## config.mk

```make
export PLATFORM = sky130hd
export DESIGN_NAME = autoconfig_zii_chain
export DESIGN_NICKNAME = d
export VERILOG_FILES = /design/src/rtl/autoconfig_pkg.sv /design/src/rtl/autoconfig_er_rom.sv /design/src/rtl/autoconfig_zii_chain.sv
export SDC_FILE = /design/constraint.sdc
export NUM_CORES = 1
export LEC_CHECK = 0
export CORE_UTILIZATION = 49
export DETAILED_ROUTE_END_ITERATION = 10
export PLACE_DENSITY = 0.84
export REMOVE_ABC_BUFFERS = 1
export SETUP_SLACK_MARGIN = 0.4
export SYNTH_ARGS = -nofsm -noshare
export SYNTH_HDL_FRONTEND = slang
export SYNTH_SLANG_ARGS = --single-unit
```

## constraint.sdc

```tcl
create_clock -name C7M -period 4.13 [get_ports C7M]
set_input_delay 0.826 -clock C7M [delete_from_list [all_inputs] [get_ports C7M]]
set_output_delay 0.826 -clock C7M [all_outputs]
set_load 0.05 [all_outputs]
```

## src/rtl/autoconfig_pkg.sv

```systemverilog
// autoconfig_pkg: AutoConfig register offsets (as A[6:1]), ER_TYPE field constants, chain FSM states
package autoconfig_pkg;
    localparam int IDX_W = 3;
    localparam logic [7:0] ER_BOARD_PAGE = 8'hE8;
    localparam logic [5:0] ERO_TYPE     = 6'h00;
    localparam logic [5:0] ERO_PROD     = 6'h02;
    localparam logic [5:0] ERO_FLAGS    = 6'h04;
    localparam logic [5:0] ERO_MFG      = 6'h08;
    localparam logic [5:0] ERO_SERIAL   = 6'h0C;
    localparam logic [5:0] ERO_ROMVEC   = 6'h14;
    localparam logic [5:0] ERO_TBL_END  = 6'h18;
    localparam logic [5:0] ERO_INT_HI   = 6'h20;
    localparam logic [5:0] ERO_INT_LO   = 6'h21;
    localparam logic [5:0] ERO_BASE_HI  = 6'h24;
    localparam logic [5:0] ERO_BASE_LO  = 6'h25;
    localparam logic [5:0] ERO_SHUTUP   = 6'h26;
    localparam logic [7:0] ERT_ZORROII        = 8'hC0;
    localparam logic [7:0] ERTF_MEMLIST       = 8'h20;
    localparam logic [7:0] ERTF_DIAGVALID     = 8'h10;
    localparam logic [7:0] ERTF_CHAINEDCONFIG = 8'h08;
    localparam logic [2:0] ERT_SIZE_8M   = 3'b000;
    localparam logic [2:0] ERT_SIZE_64K  = 3'b001;
    localparam logic [2:0] ERT_SIZE_128K = 3'b010;
    localparam logic [2:0] ERT_SIZE_256K = 3'b011;
    localparam logic [2:0] ERT_SIZE_512K = 3'b100;
    localparam logic [2:0] ERT_SIZE_1M   = 3'b101;
    localparam logic [2:0] ERT_SIZE_2M   = 3'b110;
    localparam logic [2:0] ERT_SIZE_4M   = 3'b111;
    typedef enum logic [1:0] {CFG_IDLE, CFG_PEND, CFG_DONE} cfg_state_e;
endpackage

```

## src/rtl/autoconfig_er_rom.sv

```systemverilog
// autoconfig_er_rom: expansion ROM nibble lookup for the board selected by idx
module autoconfig_er_rom
    import autoconfig_pkg::*;
#(
    parameter int NUM_CARDS = 2,
    parameter logic [15:0] MFG_ID = 16'h082C,
    parameter logic [31:0] SERIAL = 32'h0,
    parameter logic [8*NUM_CARDS-1:0] ER_TYPE = {NUM_CARDS{8'hE0}},
    parameter logic [8*NUM_CARDS-1:0] PROD_ID = {NUM_CARDS{8'h00}},
    parameter logic [8*NUM_CARDS-1:0] ER_FLAGS = {NUM_CARDS{8'hC0}},
    parameter logic [16*NUM_CARDS-1:0] ROM_VEC = {NUM_CARDS{16'h0}}
) (
    input  logic [IDX_W-1:0] idx,
    input  logic [5:0]       a_low,
    output logic [3:0]       d
);
    logic [7:0] er_type, prod_id, er_flags;
    logic [15:0] rom_vec;
    logic [95:0] tbl;
    always_comb begin
        er_type = ER_TYPE[7:0];
        prod_id = PROD_ID[7:0];
        er_flags = ER_FLAGS[7:0];
        rom_vec = ROM_VEC[15:0];
        for (int i = 0; i < NUM_CARDS; i++) begin
            if (idx == IDX_W'(i)) begin
                er_type = ER_TYPE[8*i +: 8];
                prod_id = PROD_ID[8*i +: 8];
                er_flags = ER_FLAGS[8*i +: 8];
                rom_vec = ROM_VEC[16*i +: 16];
            end
        end
        // Offsets 00..2E as one nibble stream, msb first; 0C/0E are reserved and read F
        tbl = {er_type, ~prod_id, ~er_flags, 8'hFF, ~MFG_ID, ~SERIAL, ~rom_vec};
        d = a_low < ERO_TBL_END ? 4'(tbl >> (7'd92 - {a_low[4:0], 2'b00})) :
            (a_low == ERO_INT_HI || a_low == ERO_INT_LO) ? 4'h0 : 4'hF;
    end
endmodule

```

## src/rtl/autoconfig_zii_chain.sv

```systemverilog
// autoconfig_zii_chain: Zorro II AutoConfig responder presenting NUM_CARDS boards in turn behind one slot
module autoconfig_zii_chain
    import autoconfig_pkg::*;
#(
    parameter int NUM_CARDS = 2,
    parameter logic [15:0] MFG_ID = 16'h082C,
    parameter logic [31:0] SERIAL = 32'h0,
    parameter logic [8*NUM_CARDS-1:0] ER_TYPE = {NUM_CARDS{8'hE0}},
    parameter logic [8*NUM_CARDS-1:0] PROD_ID = {NUM_CARDS{8'h00}},
    parameter logic [8*NUM_CARDS-1:0] ER_FLAGS = {NUM_CARDS{8'hC0}},
    parameter logic [16*NUM_CARDS-1:0] ROM_VEC = {NUM_CARDS{16'h0}}
) (
    input  logic                   C7M,
    input  logic                   RESET_n,
    input  logic                   CFGIN_n,
    input  logic                   AS_n,
    input  logic                   DS_n,
    input  logic                   RW_n,
    input  logic [7:0]             A_HIGH,
    input  logic [5:0]             A_LOW,
    input  logic [3:0]             D_IN,
    output logic [3:0]             D_OUT,
    output logic                   D_OE,
    output logic [8*NUM_CARDS-1:0] BASE,
    output logic [NUM_CARDS-1:0]   CONFIGURED_n,
    output logic [NUM_CARDS-1:0]   SHUTUP_n,
    output logic                   CFGOUT_n
);
    cfg_state_e state;
    logic [IDX_W-1:0] idx;
    logic [2:0] as_s, ds_s;
    logic pend_cfg, pend_shut, access, wr_stb, as_rise, last;
    logic [3:0] rom_d;

    autoconfig_er_rom #(
        .NUM_CARDS(NUM_CARDS), .MFG_ID(MFG_ID), .SERIAL(SERIAL), .ER_TYPE(ER_TYPE),
        .PROD_ID(PROD_ID), .ER_FLAGS(ER_FLAGS), .ROM_VEC(ROM_VEC)
    ) u_rom (.idx(idx), .a_low(A_LOW), .d(rom_d));

    assign access = !CFGIN_n && CFGOUT_n && A_HIGH == ER_BOARD_PAGE && !AS_n;
    assign D_OE = access && RW_n && !DS_n;
    assign D_OUT = D_OE ? rom_d : 4'hF;
    assign wr_stb = ds_s[2] && !ds_s[1] && access && !RW_n;
    assign as_rise = !as_s[2] && as_s[1];
    assign last = idx == IDX_W'(NUM_CARDS - 1);

    always_ff @(posedge C7M or negedge RESET_n) begin
        if (!RESET_n) begin
            state <= CFG_IDLE;
            idx <= '0;
            as_s <= '1;
            ds_s <= '1;
            pend_cfg <= 1'b0;
            pend_shut <= 1'b0;
            BASE <= '0;
            CONFIGURED_n <= '1;
            SHUTUP_n <= '1;
            CFGOUT_n <= 1'b1;
        end else begin
            as_s <= {as_s[1:0], AS_n};
            ds_s <= {ds_s[1:0], DS_n};
            if (state == CFG_PEND && as_rise && !CFGIN_n) begin
                // Configure takes priority when both base and shut-up were written
                for (int i = 0; i < NUM_CARDS; i++) begin
                    if (idx == IDX_W'(i)) begin
                        CONFIGURED_n[i] <= !pend_cfg;
                        SHUTUP_n[i] <= pend_cfg || !pend_shut;
                    end
                end
                idx <= idx + 1'b1;
                pend_cfg <= 1'b0;
                pend_shut <= 1'b0;
                state <= last ? CFG_DONE : CFG_IDLE;
                CFGOUT_n <= !last;
            end else if (wr_stb) begin
                for (int i = 0; i < NUM_CARDS; i++) begin
                    if (idx == IDX_W'(i) && A_LOW == ERO_BASE_HI) BASE[8*i+4 +: 4] <= D_IN;
                    if (idx == IDX_W'(i) && A_LOW == ERO_BASE_LO) BASE[8*i +: 4] <= D_IN;
                end
                if (A_LOW == ERO_BASE_HI) pend_cfg <= 1'b1;
                if (A_LOW == ERO_SHUTUP) pend_shut <= 1'b1;
                if (A_LOW == ERO_BASE_HI || A_LOW == ERO_SHUTUP) state <= CFG_PEND;
            end
        end
    end
endmodule

```

# == Word-level counts from Yosys, hierarchy flattened ==
# Index checks and enable logic that the tools add are counted.
# classes
n_reduce_logical,41
n_mux,13
n_shift,1
addsub,2
n_bitwise,1
eq_ne,8
order_cmp,1
# ops
op,count
right shift 96 x 7 -> 4 bit (first input constant),1
== test 6 bit (second input constant),5
logical AND 1 bit,15
2-to-1 mux 4 bit,3
AND reduction 3 bit,4
AND reduction 2 bit,5
logical NOT 1 bit,9
== test 8 bit (second input constant),1
2-to-1 mux 2 bit,4
nonzero test 2 bit,4
subtractor 7 bit (first input constant),1
less-than comparator 6 x 5 -> 1 bit (second input constant),1
2-to-1 mux 1 bit,6
adder 3 x 1 -> 3 bit (second input constant),1
== test 3 x 1 -> 1 bit (second input constant),1
logical NOT 3 bit,1
logical OR 1 bit,3
== test 2 x 1 -> 1 bit (second input constant),1
inverter 1 bit,1
# word_totals
out_inout_bits,26
regBits,34
in_bits,24
wordCells,82

# == Depth between registers and ports, before layout ==
# Gate-level depths: netlist of the first run.
# depth
depth_word,8
depth_mapped,6
mapped_depth_nobuf,6

# == By module ==
# From an unflattened synthesis of the first run, not the netlist that was laid out.
# unflattened
cells_unflattened,121
hier_area_um2,1544.0
# by_module_without_submodules
mod,seq_area_each_um2,area_per_inst_um2,cells_per_inst,n_inst
autoconfig_zii_chain,864.6,1458.9,105,1
autoconfig_er_rom,0.0,85.1,16,1

# == Least setup slack after synthesis of the first run ==
# OpenSTA, ideal clock, no wires.
# synth_timing
path_type,in2out
from,input AS_n
to,output D_OUT[0]
path_buffers,0
slack_ps,-588
path_stages,3
t_arrival_ps,3892
required_time_ps,3304
cell_sequence,or4b_4 -> nor4_1 -> nand2_1
# synth_between
elab_chain_cells,5
# synth_lines
item,line_no,source
start: declaration,autoconfig_zii_chain.sv:16,"input logic AS_n,"
logical NOT 1 bit,autoconfig_zii_chain.sv:40,assign access = !CFGIN_n && CFGOUT_n && A_HIGH == ER_BOARD_PAGE && !AS_n;
logical AND 1 bit,autoconfig_zii_chain.sv:40,
logical AND 1 bit (2 in a row),autoconfig_zii_chain.sv:41,assign D_OE = access && RW_n && !DS_n;
via D_OE,autoconfig_zii_chain.sv:23,"output logic D_OE,"
2-to-1 mux 4 bit,autoconfig_zii_chain.sv:42,assign D_OUT = D_OE ? rom_d : 4'hF;
end: declaration,autoconfig_zii_chain.sv:22,"output logic [3:0] D_OUT,"
# The timed path passes the listed nets, and every way through them passes these cells.

# == Worst setup path after layout of the first run ==
# layout_timing
from,input A_HIGH[3]
to,output D_OUT[2]
# layout_between
elab_chain_cells,6
# layout_lines
item,line_no,source
start: declaration,autoconfig_zii_chain.sv:19,"input logic [7:0] A_HIGH,"
== test 8 bit,autoconfig_zii_chain.sv:40,
logical AND 1 bit (2 in a row),autoconfig_zii_chain.sv:40,
logical AND 1 bit (2 in a row),autoconfig_zii_chain.sv:41,
2-to-1 mux 4 bit,autoconfig_zii_chain.sv:42,
# No other way between the ends.

==> flow_metrics.py, run 1 <==
metrics = {
    "logic_synthesis": {
        "synth_ff_type": "dfrtp_1",
        "synth_cells": 128,
        "ys_types": 31,
        "synthArstFlopShare_pct": 100.0,
        "netlist_top_cells_area": "dfrtp_1, dfstp_2, mux2_1, mux2_2, nand4_2",
        "ys_seq_area_share_pct": 53.98,
        "synth_most_common_cell": "dfrtp_1",
        "ys_warn_count": 0,
        "synth_top_area_share_pct": 35.94,
        "ys_ff_latch": 34,
        "yosysTopAreaCell": "dfrtp_1",
        "syn_avg_cell_area_sq_um": 12.51,
        "yosys-top-cells-count": "dfrtp_1, mux2_1, dfstp_2, nor2_1, nand2b_1",
        "synth_enable_flop_cells": 0,
        "syn-cell-area_sq_um": 1602,
    },
    "critical_path": {
        "required_ns": 3.30,
        "cp_data_arrival_time_ns": 2.80,
        "startpoint_type": "input pin",
        "regToRegStartpoint": "CFGOUT_n$_DFFE_PN1N_",
        "r2r_end": "BASE[8]$_DFFE_PN0P_",
        "startpoint": "A_HIGH[3]",
        "crit_fanout": 3,
        "criticalPathCategory": "in -> out",
        "r2r_cells": 4,
        "ff2ff_setup_slack_ns": 1.90,
        "crit_path_end_kind": "output pin",
        "crit_end": "D_OUT[2]",
    },
    "hold_path": {
        "min_path_type": "reg -> reg",
        "worstHoldStart": "ds_s[0]$_DFF_PN1_",
        "holdPathStages": 0,
    },
    "cts": {
        "cts_tree": "built",
        "clk_latency_ns": 0.34,
        "root_buffer": "clkbuf_4",
        "cts_made_buffers": 5,
        "cts.path.max_buffers": 2,
        "path_clk_slew_ns": 0.09,
        "cts.sinks": 34,
        "htreeDepth": 2,
        "hold_buffers": 0,
    },
    "global_route": {
        "grt_antenna_before_repair": 0,
        "grt_pass1_wl_microns": 5927,
        "grt-ovfl-total": 0,
        "grt_usage_pct": 23.75,
        "grt_pass1_vias": 1284,
        "grt_max_degree": 29,
    },
    "die": {
        "initial_core_util_pct": 52.03,
        "die_area_sq_um": 3501,
        "die_y_microns": 59.17,
        "rows": 20,
        "coreArea_sq_um": 3078,
        "die_w_microns": 59.17,
        "pin_count": 50,
    },
    "route": {
        "wl_per_cell_microns": 15.70,
        "dr.pass1.iters": 5,
        "drt.antenna.violating_nets": 0,
        "via_per_inst": 5.443,
        "vias": 1252,
        "wl_microns": 3612,
        "drt_iter0_markers": 60,
        "drc": 0,
    },
    "power_and_ir_drop": {
        "p_total_uw": 813.1,
        "powerDensity_nw_per_um2": 366.1,
        "vdd_ir_drop_max_mv": 0.2113,
        "p_leak_nw": 0.9871,
    },
    "sta": {
        "max_slew.worst_pin.slew_ns": 1.169,
        "finalSetupViolCount": 0,
        "whs_ns": 0.3621,
        "fin_skew_ns": 0.02066,
        "timing.final.ws_setup_ns": 0.5074,
        "slew-limit-headroom_pct": 21.85,
        "fin_crit_sh_pct": 87.71,
        "hold_viol": 0,
        "drv_slew": 0,
        "fin_crit_ns": 3.623,
        "rsz0062_at_grt": "no",
        "fmax_mhz": 276.0,
    },
    "placement": {
        "place_inst": 222,
        "place.gp.congestion": 0.7607,
        "pre_cts_slack_ns": 0.3336,
        "io_buffers": 49,
        "dpl.hpwl_microns": 2812,
    },
    "run_status": {
        "status": "completed",
    },
    "cells_and_area": {
        "drive_above_1_share_pct": 22.58,
        "diodes": 0,
        "final_cell_count_no_fill": 230,
        "area_growth_pct": 38.67,
        "fin_nets": 212,
    },
    "run": {
        "drv_cap": 0,
    },
}
## power by group
group | internal (mW) | switching (mW) | leakage [nW] | total (mW)
sequential | 0.383 | 0.0289 | 0.429 | 0.412
combinational | 0.0879 | 0.120 | 0.524 | 0.208
clock | 0.0818 | 0.111 | 0.0343 | 0.193
## cell type report
cell class,instances,area [sq um]
Clock buffer,6,51.30
Clock inverter,2,12.51
Fill cell,231,857.1
Inverter,6,22.52
Multi-Input combinational cell,86,713.2
Sequential cell,34,864.6
Tap cell,44,55.05
Timing Repair Buffer,52,501.7
## cells by family (layout without fill, tap and decap cells)
family	after synthesis	count (layout)	share of synthesized area, %
muxes	20	20	13.91
and+or+nand+nor	47	47	20.55
DFF	34	34	53.98
AOI/OAI and AO/OA	13	13	5.703
adders and majority gates	3	3	2.344
buffers and inverters	8	66	1.875
xor gates and xnor gates	3	3	1.641
## sequential cells by signal, indices dropped and copies added, names as in the netlist
name and flops:
SHUTUP_n 2, CONFIGURED_n 2, pend_shut 1, pend_cfg 1, CFGOUT_n 1, ds_s 3
idx 3, state 2, BASE 16, as_s 3
## timing repair
action	CTS	global route
resized for setup	1	1
setup buffers	0	0
endpoints found under the setup margin	1	3
## worst max-delay path, stage by stage
cell,delay (ns)
clkdlybuf4s50_1,0.48
or4bb_1,0.53
nor4_2,0.31
buf_4,0.16
o21a_1,0.14
o311ai_1,0.11
buf_4,0.21
## per-stage QoR
stage	TNS, ns	cell area [sq um]	util (%)
floorplan	-1.769	1594	-
global placement	0	2152	69.92
detailed placement	0	2152	69.92
CTS	0	2215	71.95
global route	0	2221	72.15
finish	0	2221	72.15
## cells in the final DEF, fill, tap and decap left out, types with 5 or more instances in the layout
cell type        instances
nand2_1                  6
inv_1                    6
nand2b_1                 7
dfstp_2                 11
clkdlybuf4s50_1         44
buf_4                    7
mux2_2                   6
dfrtp_1                 23
nor2_1                   9
mux2_1                  12
clkbuf_4                 5
## metal layers
layer	global-route usage, %	wire [microns]
met1	27.64	1474
met2	41.88	1837
met3	5.459	237
met4	10.20	62
met5	0	0
## worst min-delay path by stage
stage | to | slack [ns]
floorplan | as_s[1]$_DFF_PN1_ | 0.35
global placement | as_s[1]$_DFF_PN1_ | 0.35
detailed placement | ds_s[1]$_DFF_PN1_ | 0.35
CTS | ds_s[1]$_DFF_PN1_ | 0.36
global route | as_s[1]$_DFF_PN1_ | 0.37
finish | ds_s[1]$_DFF_PN1_ | 0.36
No activity file was read; power rests on OpenSTA's default activity.
==> run 2: changes to the inputs <==
--- a/config.mk
+++ b/config.mk
@@ -7,7 +7,7 @@
 export LEC_CHECK = 0
 export CORE_UTILIZATION = 49
 export DETAILED_ROUTE_END_ITERATION = 10
-export PLACE_DENSITY = 0.84
+export PLACE_DENSITY = 0.8
 export REMOVE_ABC_BUFFERS = 1
 export SETUP_SLACK_MARGIN = 0.4
 export SYNTH_ARGS = -nofsm -noshare
==> run 2 against run 1 <==
  * Utilization grew 0.45 points
  * Sequential power about the same
  * Maximum frequency up 0.11%
  * Sequential cell count did not move
  * Routed wire length fell by 1.6%
  * Combinational power barely moved
  * Critical path type unchanged
  * Highest routed layer unchanged
==> flow_metrics.py, run 2 (synthesis results as in run 1) <==
metrics = {
    "hold_path": {
        "holdPathStages": 0,
        "worstHoldStart": "as_s[0]$_DFF_PN1_",
        "min_path_type": "reg -> reg",
        "min_to": "as_s[1]$_DFF_PN1_",
    },
    "placement": {
        "dpl.hpwl_microns": 2686,
        "place_inst": 222,
        "place.gp.congestion": 0.7484,
        "pre_cts_slack_ns": 0.2972,
        "io_buffers": 49,
    },
    "critical_path": {
        "slowest_delay_ns": 0.60,
        "regToRegStartpoint": "CFGOUT_n$_DFFE_PN1N_",
        "startpoint_type": "input pin",
        "cpMaxStageDelayCell": "or4b_4",
        "path_cells": "clkdlybuf4s50_1 > or4b_4 > nor4_2 > buf_4 > o21a_1 > o311ai_1 > buf_4",
        "cp_data_arrival_time_ns": 2.79,
        "ff2ff_setup_slack_ns": 1.93,
        "crit_fanout": 5,
        "r2r_cells": 4,
        "path_common_cell": "buf_4",
        "r2r_end": "BASE[9]$_DFFE_PN0P_",
        "crit_path_end_kind": "output pin",
        "criticalPathCategory": "in -> out",
        "required_ns": 3.30,
        "path_buf_inv": 3,
        "crit_family": "simple AND/OR/NAND/NOR gates",
    },
    "die": {
        "die_y_microns": 59.17,
        "die_w_microns": 59.17,
        "pin_count": 50,
        "initial_core_util_pct": 52.03,
        "rows": 20,
        "coreArea_sq_um": 3078,
        "die_area_sq_um": 3501,
    },
    "cells_and_area": {
        "top_register": "BASE",
        "largest_register_ffs": 16,
        "final_cell_count_no_fill": 230,
        "area_growth_pct": 39.53,
        "final_common_cell": "clkdlybuf4s50_1",
        "diodes": 0,
        "drive_above_1_share_pct": 23.12,
        "utilization_pct": 72.60,
        "layout_common_cells": "clkdlybuf4s50_1, dfrtp_1, mux2_1",
        "fillCellCount": 224,
        "fin_nets": 212,
    },
    "cts": {
        "clk_latency_ns": 0.35,
        "cts.path.max_buffers": 2,
        "cts_made_buffers": 5,
        "root_buffer": "clkbuf_4",
        "cts.sinks": 34,
        "htreeDepth": 2,
        "path_clk_slew_ns": 0.10,
        "hold_buffers": 0,
        "cts_tree": "built",
    },
    "route": {
        "wl_per_cell_microns": 15.46,
        "dr.pass1.iters": 4,
        "via_per_inst": 5.213,
        "drt_iter0_markers": 100,
        "drc": 0,
        "drt.antenna.violating_nets": 0,
        "wl_microns": 3555,
        "vias": 1199,
    },
    "power_and_ir_drop": {
        "vdd_ir_drop_max_mv": 0.2658,
        "p_int_uw": 598.6,
        "clockPowerShare_pct": 28.3,
        "p_leak_nw": 0.9903,
        "p_total_uw": 866.1,
        "swShare_pct": 30.89,
        "p_seq_share_pct": 47.6,
        "switchingPower_uw": 267.5,
        "powerDensity_nw_per_um2": 387.6,
        "comb_power_share_pct": 24.1,
    },
    "sta": {
        "fin_crit_ns": 3.618,
        "hold_viol": 0,
        "slew-limit-headroom_pct": 40.81,
        "timing.final.ws_setup_ns": 0.5116,
        "fin_setup_tns_ns": 0,
        "finalSetupViolCount": 0,
        "rsz0062_at_grt": "no",
        "fmax_mhz": 276.4,
        "drv_slew": 0,
        "fin_crit_sh_pct": 87.61,
        "max_slew.worst_pin.slew_ns": 0.8811,
        "fin_skew_ns": 0.01014,
    },
    "global_route": {
        "grt_antenna_before_repair": 0,
        "grt_pass1_vias": 1177,
        "grt_max_degree": 29,
        "grt_usage_pct": 22.83,
        "grt-ovfl-total": 0,
        "grt_pass1_wl_microns": 5595,
    },
    "run": {
        "drv_cap": 0,
    },
    "run_status": {
        "status": "completed",
    },
}
[run 2: cell count changes in the layout (fill, tap and decap cells not counted), sizes merged]
cell,change
buf,+1
bufinv,+1
clkbuf,-1
clkdlybuf4s50,-1
clkinv,-1
clkinvlp,+1
[run 2: how the worst max path moves through the flow]
stage	from	endpoint	slack [ns]	cells after the start
2_1_floorplan	AS_n	D_OUT[0]	-0.59	3
3_3_place_gp	AS_n	D_OUT[0]	0.36	5
3_5_place_dp	AS_n	D_OUT[0]	0.30	5
4_1_cts	AS_n	D_OUT[2]	0.44	7
5_1_grt	A_HIGH[3]	D_OUT[2]	0.42	7
6_report	AS_n	D_OUT[2]	0.51	7
[run 2: area by class of cell]
type	count	area (sq um)	share of cell area, %
Tap cell	44	55.05	2.464
Timing Repair Buffer	52	496.7	22.23
Clock buffer	5	37.54	1.680
Multi-Input combinational cell	86	713.2	31.91
Sequential cell	34	864.6	38.69
Inverter	6	22.52	1.008
Clock inverter	3	45.04	2.016
[run 2: per-stage QoR]
stage                     instance area [sq um]  hold WS (ns)
after floorplan                            1594        0.3452
after global placement                     2152        0.3470
after detailed placement                   2152        0.3492
after CTS                                  2233        0.3672
after global routing                       2235        0.3706
final                                      2235        0.3658
[run 2: power by group through the flow]
stage	combinational (mW)	sequential [mW]	clock (mW)
after floorplan	0.0810	0.461	0
after global placement	0.200	0.414	0
after detailed placement	0.209	0.418	0
after CTS	0.211	0.412	0.249
after global routing	0.226	0.418	0.267
final	0.209	0.412	0.245
[run 2: worst reg2reg max path, delay by kind of cell, from the launching register on]
kind	cells	cell delay (ns)
AND/OR/NAND/NOR	2	0.79
flip-flops	1	0.56
multiplexers	1	0.38
AO/OA/AOI/OAI	1	0.37
[run 2: per-layer routing]
layer  GRT usage, %  vias to the layer above  routed length, microns
met5              0                        -                       0
met4          7.143                        0                      31
li1               -                      573                       -
met3          8.297                        4                     212
met2          35.55                       36                    1743
met1          29.87                      586                    1568
[run 2: repair_timing]
item	4_1_cts	5_1_grt
setup buffers	0	0
endpoints found under the setup margin	1	2
resized for setup	1	1
==> variant 1 (settings of run 2) <==
Register the input `DS_n` before use, without a reset. The logic sees it one clock later. The other inputs are not delayed to match.
--- a/src/rtl/autoconfig_zii_chain.sv
+++ b/src/rtl/autoconfig_zii_chain.sv
@@ -26,6 +26,13 @@
     output logic [NUM_CARDS-1:0]   SHUTUP_n,
     output logic                   CFGOUT_n
 );
+
+    logic DS_n_q;
+
+    always_ff @(posedge C7M) begin
+        DS_n_q <= DS_n;
+    end
+
     cfg_state_e state;
     logic [IDX_W-1:0] idx;
     logic [2:0] as_s, ds_s;
@@ -38,7 +45,7 @@
     ) u_rom (.idx(idx), .a_low(A_LOW), .d(rom_d));
 
     assign access = !CFGIN_n && CFGOUT_n && A_HIGH == ER_BOARD_PAGE && !AS_n;
-    assign D_OE = access && RW_n && !DS_n;
+    assign D_OE = access && RW_n && !DS_n_q;
     assign D_OUT = D_OE ? rom_d : 4'hF;
     assign wr_stb = ds_s[2] && !ds_s[1] && access && !RW_n;
     assign as_rise = !as_s[2] && as_s[1];
@@ -58,7 +65,7 @@
             CFGOUT_n <= 1'b1;
         end else begin
             as_s <= {as_s[1:0], AS_n};
-            ds_s <= {ds_s[1:0], DS_n};
+            ds_s <= {ds_s[1:0], DS_n_q};
             if (state == CFG_PEND && as_rise && !CFGIN_n) begin
                 // Configure takes priority when both base and shut-up were written
                 for (int i = 0; i < NUM_CARDS; i++) begin
Behaviour: not the same (a bounded check fails within 4 cycles, from zero or initial values and one cycle with RESET_n low).
==> variant 1 against run 2 <==
Design area increased by 1.2%; die area increased by 1.2%; utilization increased by 0.30 points; via count increased by 2.3%; power increased by 2.6%; sequential cell count increased by 1; area after synthesis increased by 1.2%; clock skew increased by 9.7 ps; final cell count increased by 0.43%; worst setup slack improved by 16 ps; routed wire length increased by 1.5%; global-route usage increased by 0.23 points; critical endpoint unchanged; largest power group unchanged.
==> variant 1: results <==
[critical_path]
startpoint = AS_n
arrival_ps = 2780
r2r_cells = 4
crit_path_max_fanout = 5
reg2reg_slack_ps = 1910
r2r-end = BASE[7]
r2r_start = CFGOUT_n
endpoint = D_OUT[2]

[synthesis]
synth_area_leaders = dfrtp_1 35%, dfstp_2 18%, mux2_1 8.3%
synth_ff_type = dfrtp_1
ys_warn_count = 0
synth-seq-area-share_pct = 54.6
avgSynthCellArea_sq_um = 12.6
synth-async-reset-ratio_pct = 97.1
synth_cell_type_count = 32
synth_common_cells = 23 x dfrtp_1, 12 x mux2_1, 11 x dfstp_2

[routing]
drt-vias-per-instance = 5.31
routedWlPerCell_um = 15.6
routed_wl_mm = 3.61
drt-met1-wl_mm = 1.49
met2_length_mm = 1.82
drt_pre_antenna_iters = 4
dr.first_iter.drc_count = 38
routed.top_layer = met4
route.met3.wl_um = 228

[global_routing]
grt_max_degree = 26
grt_pass1_wl_mm = 5.69
grt_use_total_pct = 23.1
grt_pass1_vias = 1224
antenna_found_initial = 0

[place]
placed_cells = 223
gp_routability_congestion = 0.783
placed_area_sq_um = 2170
portBuffers = 49
dp_hpwl_mm = 2.82
pre_cts_ws_ps = 329

[clock_network]
cts_root_buf = clkbuf_4
ctsResizeCount = 1
clockBufferDepth = 2
cts_buffers = 5
clk_pin_slew_worst_paths_ps = 100
clock_latency_ps = 360
post_cts_buffers = 0
htree_levels = 2

[finish]
filler_cell_count = 241
largest_reg_flops = 16
fin_nets = 213
diodes = 0
regMostFlops = BASE
drive_gt1_share_pct = 22.5

[power_and_ir_drop]
p_leak_nw = 1.01
ir_worst_vdd_mv = 0.332
p_int_mw = 0.612

[sta]
max_slew_margin_pct = 27.8
clock_skew_ps = 19.8

[floorplan]
rows = 20

[worst_hold_path]
hp-class = reg2reg

[status]
status = complete, no violations
[variant 1: cell count changes after synthesis]
cell,run 2,this run
dfxtp_1,0,1
[variant 1: critical path, cell delays in order]
cell and delay (ps):
clkdlybuf4s50_1 450, or4b_4 600, nor4_2 280, buf_4 170
o21a_1 150, o311ai_1 100, buf_4 210
[variant 1: layout make-up]
cell class | instances | area (sq um) | area share (%)
clock buffers | 5 | 37.5 | 1.66
clock inverters | 3 | 47.5 | 2.10
inverters | 6 | 22.5 | 0.996
multi-input cells | 86 | 713 | 31.5
flip-flops and latches | 35 | 885 | 39.1
well taps | 44 | 55.1 | 2.43
repair buffers | 52 | 502 | 22.2
[variant 1: how the worst min path moves through the flow]
stage / start / endpoint / slack [ps] / depth (start not counted)
floorplan: DS_n_q / ds_s[0] / 290 / 0
global placement: DS_n_q / ds_s[0] / 300 / 0
detailed placement: DS_n_q / ds_s[0] / 300 / 0
CTS: DS_n_q / ds_s[0] / 320 / 0
global route: DS_n_q / ds_s[0] / 340 / 0
finish: DS_n_q / ds_s[0] / 310 / 0
[variant 1: logic make-up after synthesis]
group | Yosys count | share of synthesized area, %
and+or+nand+nor | 47 | 20.3
DFF | 35 | 54.6
muxes | 20 | 13.7
AOI/OAI and AO/OA | 13 | 5.63
buffers and inverters | 8 | 1.85
xor gates and xnor gates | 3 | 1.62
adders and majority gates | 3 | 2.32
[variant 1: metal layers]
metal  track usage (%)  up-vias
li1                  -      584
met1              25.7      598
met2              39.5       38
met3              7.86        7
met4              11.0        0
met5                 0        -
[variant 1: power groups by stage]
stage	Combinational, mW	Sequential, mW	Clock, mW
detailed placement	0.209	0.430	0
finish	0.207	0.424	0.257
global route	0.225	0.429	0.278
CTS	0.210	0.423	0.262
floorplan	0.0810	0.472	0
global placement	0.200	0.425	0
==> variant 2 (config.mk and constraints of run 2) <==
Made on the original files. `NUM_CARDS` is set to 2 in 2 places; all go to 4.
--- a/src/rtl/autoconfig_er_rom.sv
+++ b/src/rtl/autoconfig_er_rom.sv
@@ -2,7 +2,7 @@
 module autoconfig_er_rom
     import autoconfig_pkg::*;
 #(
-    parameter int NUM_CARDS = 2,
+    parameter int NUM_CARDS = 4,
     parameter logic [15:0] MFG_ID = 16'h082C,
     parameter logic [31:0] SERIAL = 32'h0,
     parameter logic [8*NUM_CARDS-1:0] ER_TYPE = {NUM_CARDS{8'hE0}},
--- a/src/rtl/autoconfig_zii_chain.sv
+++ b/src/rtl/autoconfig_zii_chain.sv
@@ -2,7 +2,7 @@
 module autoconfig_zii_chain
     import autoconfig_pkg::*;
 #(
-    parameter int NUM_CARDS = 2,
+    parameter int NUM_CARDS = 4,
     parameter logic [15:0] MFG_ID = 16'h082C,
     parameter logic [31:0] SERIAL = 32'h0,
     parameter logic [8*NUM_CARDS-1:0] ER_TYPE = {NUM_CARDS{8'hE0}},
Ports: changed (resized BASE, CONFIGURED_n and SHUTUP_n); port bits go from 50 to 70. No check against the original RTL was run, so the function may have changed too.
==> variant 2 against run 2 <==
Power up 2.0%; routed wire length up 36%; worst setup slack better by 140 ps; fmax up 4.2%; sequential power up 30%; sequential cell count up 20; area after synthesis up 49%; first-iteration DRC count down 25%; design area up 44%; worst hold slack worse by 9.4 ps; critical endpoint is now D_OUT[1]; largest cell class unchanged; largest power group unchanged.
==> variant 2: results <==
[status]
status = complete, no violations

[place]
dp_hpwl_mm = 3.65
gp_routability_congestion = 0.776
portBuffers = 69

[synthesis]
synth_cell_type_count = 38
synth_common_cells = 39 x dfrtp_1, 33 x mux2_2, 15 x dfstp_2
synth_area_leaders = dfrtp_1 41%, dfstp_2 17%, mux2_2 16%
synth-seq-area-share_pct = 57.6
synth-async-reset-ratio_pct = 100

[power_and_ir_drop]
ir_worst_vdd_mv = 0.208
p_leak_nw = 1.50

[clock_network]
htree_levels = 2
clk_pin_slew_worst_paths_ps = 90
cts_root_buf = clkbuf_8
cts_buffers = 5
clockBufferDepth = 2
post_cts_buffers = 0
ctsResizeCount = 3
clock_latency_ps = 310

[sta]
max_slew_margin_pct = 57.1
clock_skew_ps = 13.1

[finish]
filler_cell_count = 339
fin_nets = 280
drive_gt1_share_pct = 28.2

[critical_path]
critPathMaxStageDelay_ps = 490
crit_slowest_cell = clkdlybuf4s50_1
arrival_ps = 2650
crit_path_max_fanout = 6

[global_routing]
grt_use_total_pct = 20.7
grt_max_degree = 32
grt_pass1_wl_mm = 8.01

[worst_hold_path]
hp-class = reg2reg

[routing]
routedWlPerCell_um = 15.9
dr.first_iter.drc_count = 75
drt_pre_antenna_iters = 4
num_vias = 1662
-- variant 2: changes by cell type after synthesis, sizes merged, moves of 4 or more --
cell,before,now
and3,0,4
nand2b,7,1
mux2,18,36
dfrtp,23,39
dfstp,11,15
-- variant 2: through the flow --
stage	instances	hold slack [ps]	area (sq um)	setup WS [ps]	utilization, %
2_1_floorplan	172	345	2360	87.4	-
3_3_place_gp	296	350	3130	303	69.6
3_5_place_dp	296	348	3130	242	69.6
4_1_cts	304	358	3220	486	71.4
5_1_grt	304	367	3230	513	71.6
6_report	304	356	3230	656	71.6
-- variant 2: final timing paths --
path	startpoint	slack, ps	cells past startpoint	endpoint
worst max register to register	CFGOUT_n	2060	4	BASE[30]
worst max-delay path	A_LOW[2]	660	6	D_OUT[1]
worst min register to register	as_s[0]	360	0	as_s[1]
worst min-delay path	as_s[0]	360	0	as_s[1]
min in group asynchronous	RESET_n	530	1	BASE[14]
max in group asynchronous	RESET_n	2790	2	CFGOUT_n
-- variant 2: layout make-up --
cell class / count / area share, %
clock buffer: 6 / 2.25
clock inverter: 2 / 0.427
inverter: 9 / 1.05
multi-input combinational: 109 / 29.9
sequential: 54 / 42.5
tap: 52 / 2.02
timing repair buffer: 72 / 21.8
-- variant 2: critical path, delay by kind of cell --
kind | cells | cell delay (ps)
buf+inv | 2 | 920
compound gates | 2 | 490
simple gates | 2 | 410
-- variant 2: report_power, final --
part | switching (mW) | internal (mW)
logic | 0.0283 | 0.0271
clock network | 0.171 | 0.121
registers | 0.00133 | 0.534
total | 0.201 | 0.682
-- variant 2: logic make-up after synthesis --
kind of cell             after synthesis  share of synthesized area (%)
adder cells (fa/ha/maj)                5                           2.63
AO/OA/AOI/OAI                         16                           4.57
AND/OR/NAND/NOR                       46                           13.7
XOR/XNOR                               2                          0.736
flip-flops                            54                           57.6
multiplexers                          40                           18.7
buffers and inverters                 13                           2.10
-- variant 2: per-layer routing --
| layer | global-route usage [%] | part of all wire, % | vias up |
|---|---|---|---|
| met5 | 0 | 0 | - |
| met4 | 6.54 | 1.1 | 0 |
| met3 | 7.59 | 7.6 | 6 |
| met2 | 32.2 | 46 | 46 |
| met1 | 27.1 | 45 | 829 |
| li1 | - | - | 781 |
